`src/rtl/seg8_scan_ctrl.sv`:
```
// Eight-digit seven-segment scan controller: cycles through the digits at a fixed rate and
// emits one {seg, sel} word per digit with a single-cycle load strobe for the hc595 driver.
module seg8_scan_ctrl #(
    parameter int SCAN_DIV = 50000
) (
    input  logic        clk,
    input  logic        reset,
    input  logic [31:0] disp_data,
    input  logic [7:0]  dp,
    input  logic [7:0]  disp_en,
    input  logic        lz_blank,
    input  logic        update,
    output logic [15:0] data,
    output logic        s_en,
    output logic [2:0]  digit_idx
);

    localparam int CW = (SCAN_DIV > 1) ? $clog2(SCAN_DIV) : 1;
    localparam logic [CW-1:0] CNT_LAST = CW'(SCAN_DIV - 1);
    localparam logic [15:0]   BLANK_WORD = 16'hFF00;

    logic [CW-1:0] cnt;
    logic          tick;

    logic [31:0] sh_data;
    logic [7:0]  sh_dp;
    logic [7:0]  sh_en;
    logic        sh_lz;

    logic [2:0]  next_idx;
    logic [4:0]  nib_pos;
    logic [3:0]  nib;
    logic        lead_zero;
    logic        blank;
    logic [7:0]  seg;
    logic [15:0] next_word;

    // Active-low {dp,g,f,e,d,c,b,a} pattern for one hex nibble, decimal point off.
    function automatic logic [7:0] hex_seg(input logic [3:0] n);
        case (n)
            4'h0: hex_seg = 8'hC0;
            4'h1: hex_seg = 8'hF9;
            4'h2: hex_seg = 8'hA4;
            4'h3: hex_seg = 8'hB0;
            4'h4: hex_seg = 8'h99;
            4'h5: hex_seg = 8'h92;
            4'h6: hex_seg = 8'h82;
            4'h7: hex_seg = 8'hF8;
            4'h8: hex_seg = 8'h80;
            4'h9: hex_seg = 8'h90;
            4'hA: hex_seg = 8'h88;
            4'hB: hex_seg = 8'h83;
            4'hC: hex_seg = 8'hC6;
            4'hD: hex_seg = 8'hA1;
            4'hE: hex_seg = 8'h86;
            default: hex_seg = 8'h8E;
        endcase
    endfunction

    assign tick = (cnt == CNT_LAST);

    always_ff @(posedge clk or posedge reset) begin
        if (reset) begin
            cnt <= '0;
        end else if (tick) begin
            cnt <= '0;
        end else begin
            cnt <= cnt + 1'b1;
        end
    end

    always_ff @(posedge clk or posedge reset) begin
        if (reset) begin
            sh_data <= '0;
            sh_dp   <= '0;
            sh_en   <= '0;
            sh_lz   <= 1'b0;
        end else if (update) begin
            sh_data <= disp_data;
            sh_dp   <= dp;
            sh_en   <= disp_en;
            sh_lz   <= lz_blank;
        end
    end

    // Encode the digit that the next tick will select; a digit is a leading zero when it and
    // every more significant nibble are zero.
    always_comb begin
        next_idx  = digit_idx + 3'd1;
        nib_pos   = {next_idx, 2'b00};
        nib       = sh_data[nib_pos +: 4];
        lead_zero = ((sh_data >> nib_pos) == 32'd0);
        blank     = !sh_en[next_idx] || (sh_lz && (next_idx != 3'd0) && lead_zero);
        seg       = hex_seg(nib) & ~{sh_dp[next_idx], 7'b0};
        next_word = blank ? BLANK_WORD : {seg, 8'b1 << next_idx};
    end

    // NOTE: non-blocking updates mean a tick coinciding with update still encodes from the
    // old shadow values, because the shadows only change at the end of that same edge.
    always_ff @(posedge clk or posedge reset) begin
        if (reset) begin
            digit_idx <= 3'd7;
            data      <= BLANK_WORD;
            s_en      <= 1'b0;
        end else begin
            s_en <= tick;
            if (tick) begin
                digit_idx <= next_idx;
                data      <= next_word;
            end
        end
    end

endmodule

```
`config.mk`:
```
export PLATFORM = sky130hd
export DESIGN_NAME = seg8_scan_ctrl
export DESIGN_NICKNAME = d
export VERILOG_FILES = /design/src/rtl/seg8_scan_ctrl.sv
export SDC_FILE = /design/constraint.sdc
export NUM_CORES = 1
export LEC_CHECK = 0
export BUFFER_PORTS_ARGS = -buffer_cell sky130_fd_sc_hd__buf_2
export CAP_MARGIN = 20
export CORE_MARGIN = 2
export CORE_UTILIZATION = 52
export CTS_CLUSTER_SIZE = 12
export DETAILED_ROUTE_END_ITERATION = 10
export HOLD_SLACK_MARGIN = 0.02
export PLACE_DENSITY = 0.74
export SLEW_MARGIN = 25
export SYNTH_ARGS = -nofsm -noshare
export SYNTH_HDL_FRONTEND = slang
export SYNTH_SLANG_ARGS = --single-unit
```
`constraint.sdc`:
```
create_clock -name clk -period 4.2 [get_ports clk]
set_input_delay 0.21 -clock clk [delete_from_list [all_inputs] [get_ports clk]]
set_output_delay 0.21 -clock clk [all_outputs]
set_load 0.005 [all_outputs]
```
# After elaboration in Yosys (flattened, before gate mapping)
# Memory sizes are Yosys's and may differ from the RTL's.
# Index checks and enable logic that the tools add are counted.
totals:
  elab_cells: 30
  ff_bits: 85
  inputBits: 52
  romBits: 112
  n_memories: 1
classes:
  n_addsub: 2
  n_reduce_logical: 6
  mux: 6
  n_bitwise: 2
  order_cmp: 1
  n_eq_ne: 1
  n_shift: 3
memory_table:
  columns: ["memory", "words", "word_bits", "read_ports", "rd_clocked_by_memory_dff", "write_ports", "line_no", "rtl"]
  rows:
  - ["(no name shown)", 16, 7, 1, 0, 0, "40", "case (n)"]
op_table:
  columns: ["operator", "n"]
  rows:
  - ["32-bit zero test", 1]
  - ["16-bit two-way mux", 2]
  - ["32-bit by 6-bit variable part select with 4-bit output", 1]
  - ["32-bit by 5-bit right shift with 32-bit output", 1]
  - ["16-bit by 1-bit adder with 16-bit output (second input constant)", 1]
  - ["16-bit equality test (second input constant)", 1]
  - ["8-bit bitwise AND", 1]
  - ["8-bit inverter", 1]
  - ["1-bit by 3-bit left shift with 8-bit output (first input constant)", 1]
  - ["1-bit binary-select mux with 3-bit select", 2]
  - ["3-bit by 4-bit less-than comparator with 1-bit output (second input constant)", 1]
  - ["3-bit by 1-bit adder with 3-bit output (second input constant)", 1]
  - ["3-bit nonzero test", 1]
  - ["1-bit logical AND", 2]
  - ["1-bit two-way mux", 2]
  - ["1-bit zero test", 1]
  - ["1-bit logical OR", 1]

# Logic depth before layout (Yosys ltp)
# Gate-level depths: netlist of run 1.
depth:
  depth_word: 6
  ltp_mapped: 16

# Least setup slack after synthesis of run 1
# No wires, ideal clock.
synth_path:
  kind: "register to register"
  from: "reg digit_idx[0]"
  to: "reg data[8]"
  required_time_ns: 4.138
  t_arrival_ns: 3.742
  slack_ns: 0.397
  stages_incl_launch_ff: 17
  cell_sequence: "dfstp_2 > buf_6 > buf_4 > inv_2 > ha_1 > buf_2 > buf_1 > mux4_2 > nand2_1 > and2_1 > ha_1 > nand3_1 > a311o_1 > nor4_4 > a2bb2oi_2 > buf_6 > o32a_1"
synth_between:
  elab_chain_len: 6
  elab_cells_between_ends: 14
  cone_classes: "add/sub: 1; shift: 2; mux: 3; bitwise: 1; reduce/logical: 6; memory: 1"
synth_rtl:
  columns: ["element", "line_no", "rtl"]
  rows:
  - ["from (decl)", "15", "output logic [2:0] digit_idx"]
  - ["from (signal assigned)", "108", "digit_idx <= next_idx;"]
  - ["3-bit by 1-bit adder with 3-bit output *", "89", "next_idx = digit_idx + 3'd1;"]
  - ["via next_idx[0]", "30", "logic [2:0] next_idx;"]
  - ["parallel branches: the longest is 4 deep, another holds memory 16 x 7 bit", null, null]
  - ["16-bit two-way mux *", "95", "next_word = blank ? BLANK_WORD : {seg, 8'b1 << next_idx};"]
  - ["to (signal assigned)", "109", "data <= next_word;"]
  - ["to (decl)", "13", "output logic [15:0] data,"]
# Mark *: on every way through the listed nets, which the timed path passes. The select of a mux whose other input is x is not followed.
# A chain may end at the register's enable or synchronous reset.

# Final worst setup path of run 1
layout_path:
  from: "reg digit_idx[0]"
  to: "reg data[3]"
layout_between:
  elab_chain_len: 6
  elab_cells_between_ends: 12
  cone_classes: "add/sub: 1; shift: 2; mux: 3; reduce/logical: 6"
layout_rtl:
  columns: ["element", "line_no", "rtl"]
  rows:
  - ["3-bit by 1-bit adder with 3-bit output *", "89", null]
  - ["via next_idx[0]", "30", null]
  - ["32-bit by 5-bit right shift with 32-bit output, or another cell as far along", "92", "lead_zero = ((sh_data >> nib_pos) == 32'd0);"]
  - ["32-bit zero test, or another cell as far along", "92", null]
  - ["1-bit logical AND or 1-bit zero test (tied branches)", "93", "blank = !sh_en[next_idx] || (sh_lz && (next_idx != 3'd0) && lead_zero);"]
  - ["1-bit logical OR", "93", null]
  - ["16-bit two-way mux *", "95", null]
# The timed path passes the listed nets; every way through them passes the cells marked *. The select of a mux whose other input is x is not followed.

==> flow_metrics.tcl, run 1 <==
set metrics [dict create \
    worst-r2r-cell-count 11 \
    yosysTopAreaCellShare_pct 42.2 \
    crit_top_cell "ha_1" \
    cts.sinks 85 \
    leakagePower_nw 2.23 \
    worstPathRequired_ns 4.41 \
    clk_pin_slew_ns 0.09 \
    cts_tree "yes" \
    r2r-end "data[3]" \
    grt_overflow_total 0 \
    clock_skew_ns 0.00943 \
    worstMarginPinSlew_ns 0.611 \
    drt_wl_total_mm 9.13 \
    crit_chain "inv_2, ha_1, mux4_2, nand2_1, and2_1, ha_1, nand3_1, a311o_1, nor4_4, a2bb2oi_2, o21ai_0" \
    relSlewSlack_pct 59.3 \
    hpwl_mm 6.84 \
    clock_path_buffers 2 \
    dpl_cell_area_sq_mm 0.00480 \
    syn-cell-area_sq_mm 0.00439 \
    worstReg2RegStart "digit_idx[0]" \
    rsz0062_at_grt "no" \
    final_area_sq_mm 0.00500 \
    num_vias 3148 \
    timing.final.crit_share_pct 89.1 \
    drtIter0Drc 150 \
    first_global_vias 3133 \
    wire_per_inst_microns 16.7 \
    rows 33 \
    finalSetupViolCount 0 \
    ys_ff_latch 85 \
    ys_types 53 \
    dpl.cell_count 529 \
    hp-class "in -> reg" \
    cp-start-kind "flip-flop" \
    totalPowerFinal_mw 1.65 \
    core-area_sq_mm 0.00822 \
    ios 72 \
    dr.pass1.iters 4 \
    area_growth_pct 14.0 \
    vdd_ir_drop_max_v 0.000241 \
    cts_root_buf "clkbuf_8" \
    nets 500 \
    critical-path-max-stage-delay_ns 0.57 \
    crit_type "reg -> reg" \
    antenna_cells 0 \
    drtAntennaViolNets 0 \
    yosysWarnings 0 \
    drive_above_1_share_pct 38.3 \
    ctsHtreeMaxLevel 3 \
    fin_hold_ws_ns 0.0844 \
    seq_area_frac_synth_pct 48.8 \
    drv_cap 0 \
    fmax_mhz 267 \
    die_area_sq_mm 0.00919 \
    syn_inst 365 \
    die_height_microns 95.8 \
    startpoint "digit_idx[0]" \
    cp_max_fo 12 \
    insertion_delay_ns 0.35 \
    grt_pass1_wl_mm 15.3 \
    critPathSlowestCell "dfstp_2" \
    die-width_microns 95.8 \
    final_cells 546 \
    drc 0 \
    end_kind "flip-flop" \
    avgViaCountPerCell 5.77 \
    antenna_found_initial 0 \
    slew_viol_final 0 \
    ys_top_cells_by_area "dfrtp_1, mux2_2, dfstp_2" \
    status "finished clean" \
    finalCoreUtilization_pct 60.9 \
    ff2ff_setup_slack_ns 0.46 \
    synth_flop_cell "dfrtp_1" \
    cellPowerDensity_mw_per_mm2 330 \
    fin_crit_ns 3.74 \
    cts_buffers 9 \
    place_ws_ns 0.495 \
    place_congestion 0.906 \
    grt_max_degree 52 \
    syn_area_per_cell_sq_um 12.0 \
    synth_enable_flop_cells 0 \
    synth_top_cell_by_area "dfrtp_1" \
    async_flop_share_pct 100 \
    synth_nets 429 \
    grtUsageTotal_pct 21.8 \
    setup_tns_ns 0 \
    hold_violations 0 \
    critical_path_arrival_ns 3.95 \
    finalWorstSetupSlack_ns 0.458 \
    post-cts-setup-buffer-count 0 \
    critPathCapture "data[3]" \
    initial_utilization_pct 53.4 \
    numPortBuffers 71 \
]
==> power breakdown <==
part           switching [mW]  leakage [nW]  internal, mW
Sequential             0.0426          1.02         0.866
Clock                   0.291        0.0934         0.251
Combinational          0.0962          1.11         0.104
Total                   0.430          2.23          1.22
==> placed cells by master (no fill, tap or decap), types with 6 or more instances in the layout <==
cell       n
dfrtp_1   74
buf_2     70
mux2_2    50
nand2_1   29
nor2_1    21
o21ai_0   14
mux2i_1   12
ha_1      12
nand3_1   11
clkbuf_8  11
dfstp_2   11
nor3_1     9
mux4_2     9
xnor2_1    9
xor2_1     6
a21oi_1    6
nand4_1    6
a22o_1     6
inv_1      6
buf_4      6
==> area by class of cell <==
cell class                 instances  area (sq um)
timing repair buffer              77           405
clock buffer                      12           155
tap                              105           131
clock inverter                     4          30.0
fill                             683          3220
sequential                        85          2140
multi-input combinational        253          2100
inverter                          10          38.8
==> how the worst min path moves through the flow <==
stage	from	depth (start not counted)	slack [ns]	endpoint
2_1_floorplan	disp_data[0]	1	0.36	sh_data[0]
3_3_place_gp	reset	2	0.28	sh_en[5]
3_5_place_dp	reset	2	0.29	sh_en[5]
4_1_cts	disp_en[5]	2	0.07	sh_en[5]
5_1_grt	disp_data[28]	2	0.07	sh_data[28]
6_report	disp_en[5]	2	0.08	sh_en[5]
==> cells by family (layout without fill, tap and decap cells) <==
family | count (synthesis) | after routing | share of synthesized area [%]
AOI/OAI and AO/OA | 53 | 53 | 8.84
DFF | 85 | 85 | 48.8
and+or+nand+nor | 101 | 101 | 11.8
muxes | 72 | 72 | 20.8
buffers and inverters | 27 | 103 | 3.34
adders and majority gates | 12 | 12 | 3.42
xor gates and xnor gates | 15 | 15 | 2.99
==> repair_timing <==
| action | 4_1_cts | 5_1_grt |
|---|---|---|
| resized for setup | 0 | 0 |
| hold buffers | 1 | 0 |
| hold endpoints to repair | 26 | 0 |
==> critical path: cells and delay by family (launching register included) <==
kind            cells  cell delay, ns
compound gates      3            0.97
fa+ha+maj           2            0.81
simple gates        4            0.59
buf+inv             1            0.11
mux                 1            0.55
flops               1            0.57
==> metal layers <==
layer  vias up  wire (microns)  global-route usage (%)
met5         -               0                       0
met4         0             161                    6.79
met3        19             450                    5.09
met2        97            4400                    35.0
met1      1563            4120                    29.7
li1       1469               -                       -
==> cells in the mapped netlist, types with 3 or more instances <==
cell and instances:
nand2_1 29, nand4_1 6, a22o_1 6, nor2b_1 5, dfstp_2 11, o211ai_1 4, nor2_1 21, nand3_1 11
mux2_2 50, mux4_2 9, buf_6 5, and3_1 4, o22a_1 5, buf_2 3, a21oi_1 6, xnor2_1 9
o21ai_0 14, o32a_1 4, nor3_1 9, inv_1 7, ha_1 12, xor2_1 6, clkbuf_1 3, buf_1 5
dfrtp_1 74, mux2i_1 12
==> flip-flops by register name (all words and copies together) (netlist names) <==
register / cells
cnt: 16
data: 16
digit_idx: 3
s_en: 1
sh_data: 32
sh_dp: 8
sh_en: 8
sh_lz: 1
(Power assumes the default switching activity.)
==> run 2: changes to the inputs <==
CORE_ASPECT_RATIO = 0.6   (was not set)
==> flow_metrics.tcl, run 2 (synthesis results as in run 1) <==
set metrics [dict create \
    status "finished clean" \
    hold_violations 0 \
    regArea_sq_mm 0.00214 \
    finalWorstSetupSlack_ns 0.416 \
    drt_wl_total_mm 9.90 \
    die-width_microns 123 \
    largest_register_ffs 32 \
    worstMarginPinSlew_ns 1.02 \
    grt_overflow_total 0 \
    p_sw_mw 0.477 \
    seq_power_share_pct 46.1 \
    critical_path_arrival_ns 3.98 \
    fin_crit_ns 3.78 \
    insertion_delay_ns 0.35 \
    relSlewSlack_pct 31.7 \
    ctsHtreeMaxLevel 3 \
    crit_type "reg -> reg" \
    layout_common_cells "dfrtp_1, buf_2, mux2_2" \
    timing.final.crit_share_pct 90.1 \
    cts_buffers 9 \
    leakagePower_nw 2.29 \
    multi_input_comb_area_sq_mm 0.00211 \
    power_frac_clock_pct 43.5 \
    clk_pin_slew_ns 0.07 \
    place_ws_ns 0.346 \
    drive_above_1_share_pct 38.2 \
    setup_tns_ns 0 \
    cp_max_fo 12 \
    slew_viol_final 0 \
    die_area_sq_mm 0.00921 \
    end_kind "flip-flop" \
    clock_skew_ns 0.0106 \
    dpl.cell_count 531 \
    cts_tree "yes" \
    antenna_found_initial 0 \
    core-area_sq_mm 0.00804 \
    fmax_mhz 264 \
    area_growth_pct 17.3 \
    fin_hold_ws_ns 0.0914 \
    antenna_cells 0 \
    fill_cells 632 \
    final_cells 548 \
    rsz0062_at_grt "no" \
    drtIter0Drc 306 \
    largest_register "sh_data" \
    place_congestion 0.980 \
    pwr-share-comb_pct 10.3 \
    die_height_microns 75.1 \
    p_sw_share_pct 24.1 \
    grt_max_degree 50 \
    drv_cap 0 \
    cellPowerDensity_mw_per_mm2 384 \
    cts.sinks 85 \
    p_int_mw 1.50 \
    dr.pass1.iters 4 \
    nets 499 \
    finalSetupViolCount 0 \
    hp-class "in -> reg" \
    clock_path_buffers 2 \
    rows 25 \
    drc 0 \
    layout_commonest_cell "dfrtp_1" \
    cts_root_buf "clkbuf_16" \
    grt_pass1_wl_mm 16.0 \
    wire_per_inst_microns 18.1 \
    ios 72 \
    numPortBuffers 71 \
    drtAntennaViolNets 0 \
    avgViaCountPerCell 5.73 \
    cp-start-kind "flip-flop" \
    hpwl_mm 7.37 \
    initial_utilization_pct 54.6 \
    vdd_ir_drop_max_v 0.000203 \
    grtUsageTotal_pct 23.6 \
    reg_top3 "sh_data: 32 flops, cnt: 16 flops, data: 16 flops" \
    first_global_vias 3005 \
    worstPathRequired_ns 4.40 \
    num_vias 3141 \
]
-- run 2: changes by cell type in the layout (fill, tap and decap cells not counted), sizes merged --
cell	change
inv	+1
buf	-1
clkinv	-1
bufinv	+2
clkbuf	-2
-- run 2: per-stage QoR --
stage	cell area [sq um]	power (mW)	utilization, %
floorplan	4390	1.05	-
global placement	4800	1.12	59.7
detailed placement	4800	1.13	59.7
CTS	5130	1.99	63.8
global route	5150	2.06	64.0
finish	5150	1.98	64.0
-- run 2: worst paths after layout --
| kind | start | slack [ns] | end | cells past startpoint |
|---|---|---|---|---|
| setup / recovery | digit_idx[0] | 0.42 | data[0] | 12 |
| hold / removal | disp_en[5] | 0.09 | sh_en[5] | 2 |
| setup reg to reg | digit_idx[0] | 0.42 | data[0] | 12 |
| hold reg to reg | data[1] | 0.48 | data[1] | 2 |
| max in group asynchronous | reset | 2.69 | data[15] | 4 |
| min in group asynchronous | reset | 0.50 | sh_data[30] | 3 |
-- run 2: critical path: stages (launching register included) --
cell	delay (ns)
dfstp_2	0.69
inv_2	0.18
ha_1	0.46
buf_4	0.25
mux4_2	0.34
nand2_1	0.09
and2_1	0.23
ha_1	0.23
nand3_1	0.10
a311o_1	0.31
nor4_4	0.22
a2bb2oi_4	0.35
o21ai_0	0.18
-- run 2: power by group through the flow --
stage	sequential, mW	clock [mW]	combinational, mW
finish	0.912	0.860	0.204
global placement	0.924	0	0.197
detailed placement	0.925	0	0.203
global route	0.917	0.915	0.226
CTS	0.910	0.878	0.205
floorplan	0.906	0	0.149
-- run 2: metal layers --
layer  global-route usage, %  wire length, microns  part of all wire, %  vias up
met5                       0                     0                    0        -
met4                    6.39                   102                  1.0        0
met3                    7.27                   813                  8.2       11
met2                    33.2                  3980                   40      115
met1                    35.3                  5010                   51     1535
li1                        -                     -                    -     1480
-- run 2: final cells by class --
cell class	instances	area share [%]
clock inverter	6	1.82
tap	108	2.63
multi-input combinational	253	41.0
clock buffer	10	4.45
timing repair buffer	76	7.73
inverter	10	0.754
sequential	85	41.6
-- run 2: what timing repair did --
| item | in CTS | in global routing |
|---|---|---|
| endpoints found under the hold margin | 41 | 0 |
| gates resized for setup | 0 | 1 |
| hold buffers | 1 | 0 |
| endpoints found under the setup margin | 0 | 3 |
| setup buffers | 0 | 0 |
==> run 3: changes to the inputs <==
ABC_AREA = 1   (was not set)
==> flow_metrics.tcl, run 3 <==
set metrics [dict create \
    ys_ff_latch 85 \
    critPathCapture "data[0]" \
    syn_inst 637 \
    synth_nets 701 \
    drv_cap 0 \
    hold_violations 8 \
    cellPowerDensity_mw_per_mm2 345 \
    leakagePower_nw 2.91 \
    end_kind "flip-flop" \
    wire_per_inst_microns 14.7 \
    synth_enable_flop_cells 0 \
    cts_buffers 9 \
    grt_max_degree 50 \
    cp-start-kind "flip-flop" \
    seq_power_share_pct 46.4 \
    die_area_sq_mm 0.0102 \
    ys_top_cells_by_area "dfrtp_1, nand2_1, nand3_1" \
    worst-r2r-cell-count 15 \
    core-area_sq_mm 0.00912 \
    cts_root_buf "clkbuf_16" \
    synth_flop_cell "dfrtp_1" \
    worstPathRequired_ns 4.41 \
    status "finished with violations" \
    clock_skew_ns 0.00979 \
    async_flop_share_pct 100 \
    yosysMostFrequentCell "nand2_1" \
    dpl.cell_count 804 \
    p_sw_mw 0.497 \
    drtIter0Drc 420 \
    clk_pin_slew_ns 0.06 \
    yosysTopAreaCellShare_pct 38.0 \
    vdd_ir_drop_max_v 0.000211 \
    p_sw_share_pct 25.9 \
    grt_pass1_wl_mm 20.2 \
    slew_viol_final 0 \
    holdBufCountCts 0 \
    nets 763 \
    cts.sinks 85 \
    dr.pass1.iters 5 \
    fmax_mhz 312 \
    failed_checks "hold timing" \
    relSlewSlack_pct 45.0 \
    largest_register "sh_data" \
    setup_tns_ns 0 \
    critical_path_arrival_ns 3.42 \
    fin_hold_ws_ns -0.0134 \
    first_global_vias 4137 \
    synth_commonest_cells "nand2_1, inv_1, dfrtp_1" \
    drtAntennaViolNets 0 \
    antenna_found_initial 0 \
    hp-class "in -> async" \
    layout_commonest_cell "nand2_1" \
    final_cells 820 \
    place_congestion 0.941 \
    drt-met1-wl_mm 6.17 \
    layout_common_cells "nand2_1, inv_1, dfrtp_1" \
    worstReg2RegStart "digit_idx[0]" \
    drt_wl_total_mm 12.1 \
    ff2ff_setup_slack_ns 1.0 \
    post-cts-setup-buffer-count 0 \
    num_vias 4371 \
    reg_top3 "sh_data: 32 flops, cnt: 16 flops, data: 16 flops" \
    startpoint "digit_idx[0]" \
    worstMarginPinSlew_ns 0.826 \
    cts_tree "yes" \
    seq_area_frac_synth_pct 44.0 \
    largest_register_ffs 32 \
    syn_area_per_cell_sq_um 7.64 \
    p_int_mw 1.42 \
    cts_resized 0 \
    synth_top_cell_by_area "dfrtp_1" \
    initial_utilization_pct 53.4 \
    hpwl_mm 8.89 \
    syn-cell-area_sq_mm 0.00487 \
    cp_max_fo 15 \
    grtUsageTotal_pct 25.6 \
    finalCoreUtilization_pct 60.9 \
    power_frac_clock_pct 42.4 \
    top_layer "met4" \
    clock_path_buffers 2 \
    timing.final.crit_share_pct 76.2 \
    insertion_delay_ns 0.35 \
    yosysWarnings 0 \
    antenna_cells 0 \
    finalSetupViolCount 0 \
    avgViaCountPerCell 5.33 \
    dr_wl_met2_mm 4.82 \
    numPortBuffers 71 \
    crit_type "reg -> reg" \
    rows 27 \
    die-width_microns 129 \
    grt_overflow_total 0 \
    area_growth_pct 14.0 \
    rsz0062_at_grt "no" \
    ios 72 \
    drive_above_1_share_pct 20.3 \
    die_height_microns 78.9 \
    met3_length_microns 936 \
    r2r-end "data[0]" \
    pwr-share-comb_pct 11.2 \
    ys_types 35 \
    ctsHtreeMaxLevel 3 \
    fin_crit_ns 3.20 \
    drc 0 \
]
run 3: cell count changes after synthesis, sizes merged, moves of 12 or more:
| cell | delta |
|---|---|
| inv | +68 |
| mux2 | -38 |
| mux2i | -12 |
| nand2 | +167 |
| nand3 | +62 |
| nor2 | +20 |
| o21ai | +46 |
run 3: worst max-delay path, stage by stage (launching register included):
cell,delay (ns)
dfstp_2,0.57
ha_1,0.19
inv_1,0.05
nand2_1,0.07
nand2_1,0.30
inv_1,0.45
nand3_1,0.19
nand2_1,0.20
ha_1,0.22
nand3_1,0.09
nor2_1,0.10
nand2_1,0.09
nor2_4,0.13
nand3_4,0.20
nand2_1,0.13
o21ai_0,0.08
run 3: stage by stage:
step                      total power, mW  hold WS [ns]  worst slack, ns  instance area [sq um]
after CTS                            1.93        0.0224             1.00                   5550
after global routing                 2.00        0.0614            0.710                   5550
after global placement               1.11         0.374             1.13                   5250
after floorplan                      1.04         0.327             1.12                   4870
final                                1.92       -0.0134            0.999                   5550
after detailed placement             1.12         0.391             1.03                   5250
run 3: per-layer routing:
metal	vias to the layer above	track usage, %
met3	14	6.54
met4	0	7.07
met1	2028	39.2
li1	2154	-
met5	-	0
met2	175	35.6
run 3: worst min path at each step:
| stage | startpoint | end | slack [ns] | cells after the start |
|---|---|---|---|---|
| 4_1_cts | reset | sh_dp[7] | 0.02 | 2 |
| 3_3_place_gp | reset | s_en | 0.37 | 2 |
| 2_1_floorplan | disp_en[0] | sh_en[0] | 0.33 | 2 |
| 3_5_place_dp | reset | s_en | 0.39 | 2 |
| 6_report | reset | s_en | -0.01 | 2 |
| 5_1_grt | reset | sh_dp[3] | 0.06 | 2 |
run 3: layout make-up:
class | instances | area [sq um]
clock buffer | 11 | 243
clock inverter | 5 | 58.8
fill | 841 | 3570
inverter | 77 | 293
multi-input combinational | 448 | 2260
sequential | 85 | 2140
tap | 116 | 145
timing repair buffer | 78 | 408
run 3: kinds of logic after synthesis:
group | count (synthesis) | synth area share [%]
compound gates | 81 | 8.79
flops | 85 | 44.0
buf+inv | 104 | 9.54
mux | 12 | 2.78
fa+ha+maj | 12 | 3.08
simple gates | 337 | 30.7
xor+xnor | 6 | 1.08
run 3: power groups by stage:
stage / clock [mW] / combinational, mW / sequential [mW]
finish: 0.813 / 0.215 / 0.889
floorplan: 0 / 0.150 / 0.893
global route: 0.860 / 0.247 / 0.892
global placement: 0 / 0.208 / 0.900
CTS: 0.825 / 0.215 / 0.888
detailed placement: 0 / 0.214 / 0.902
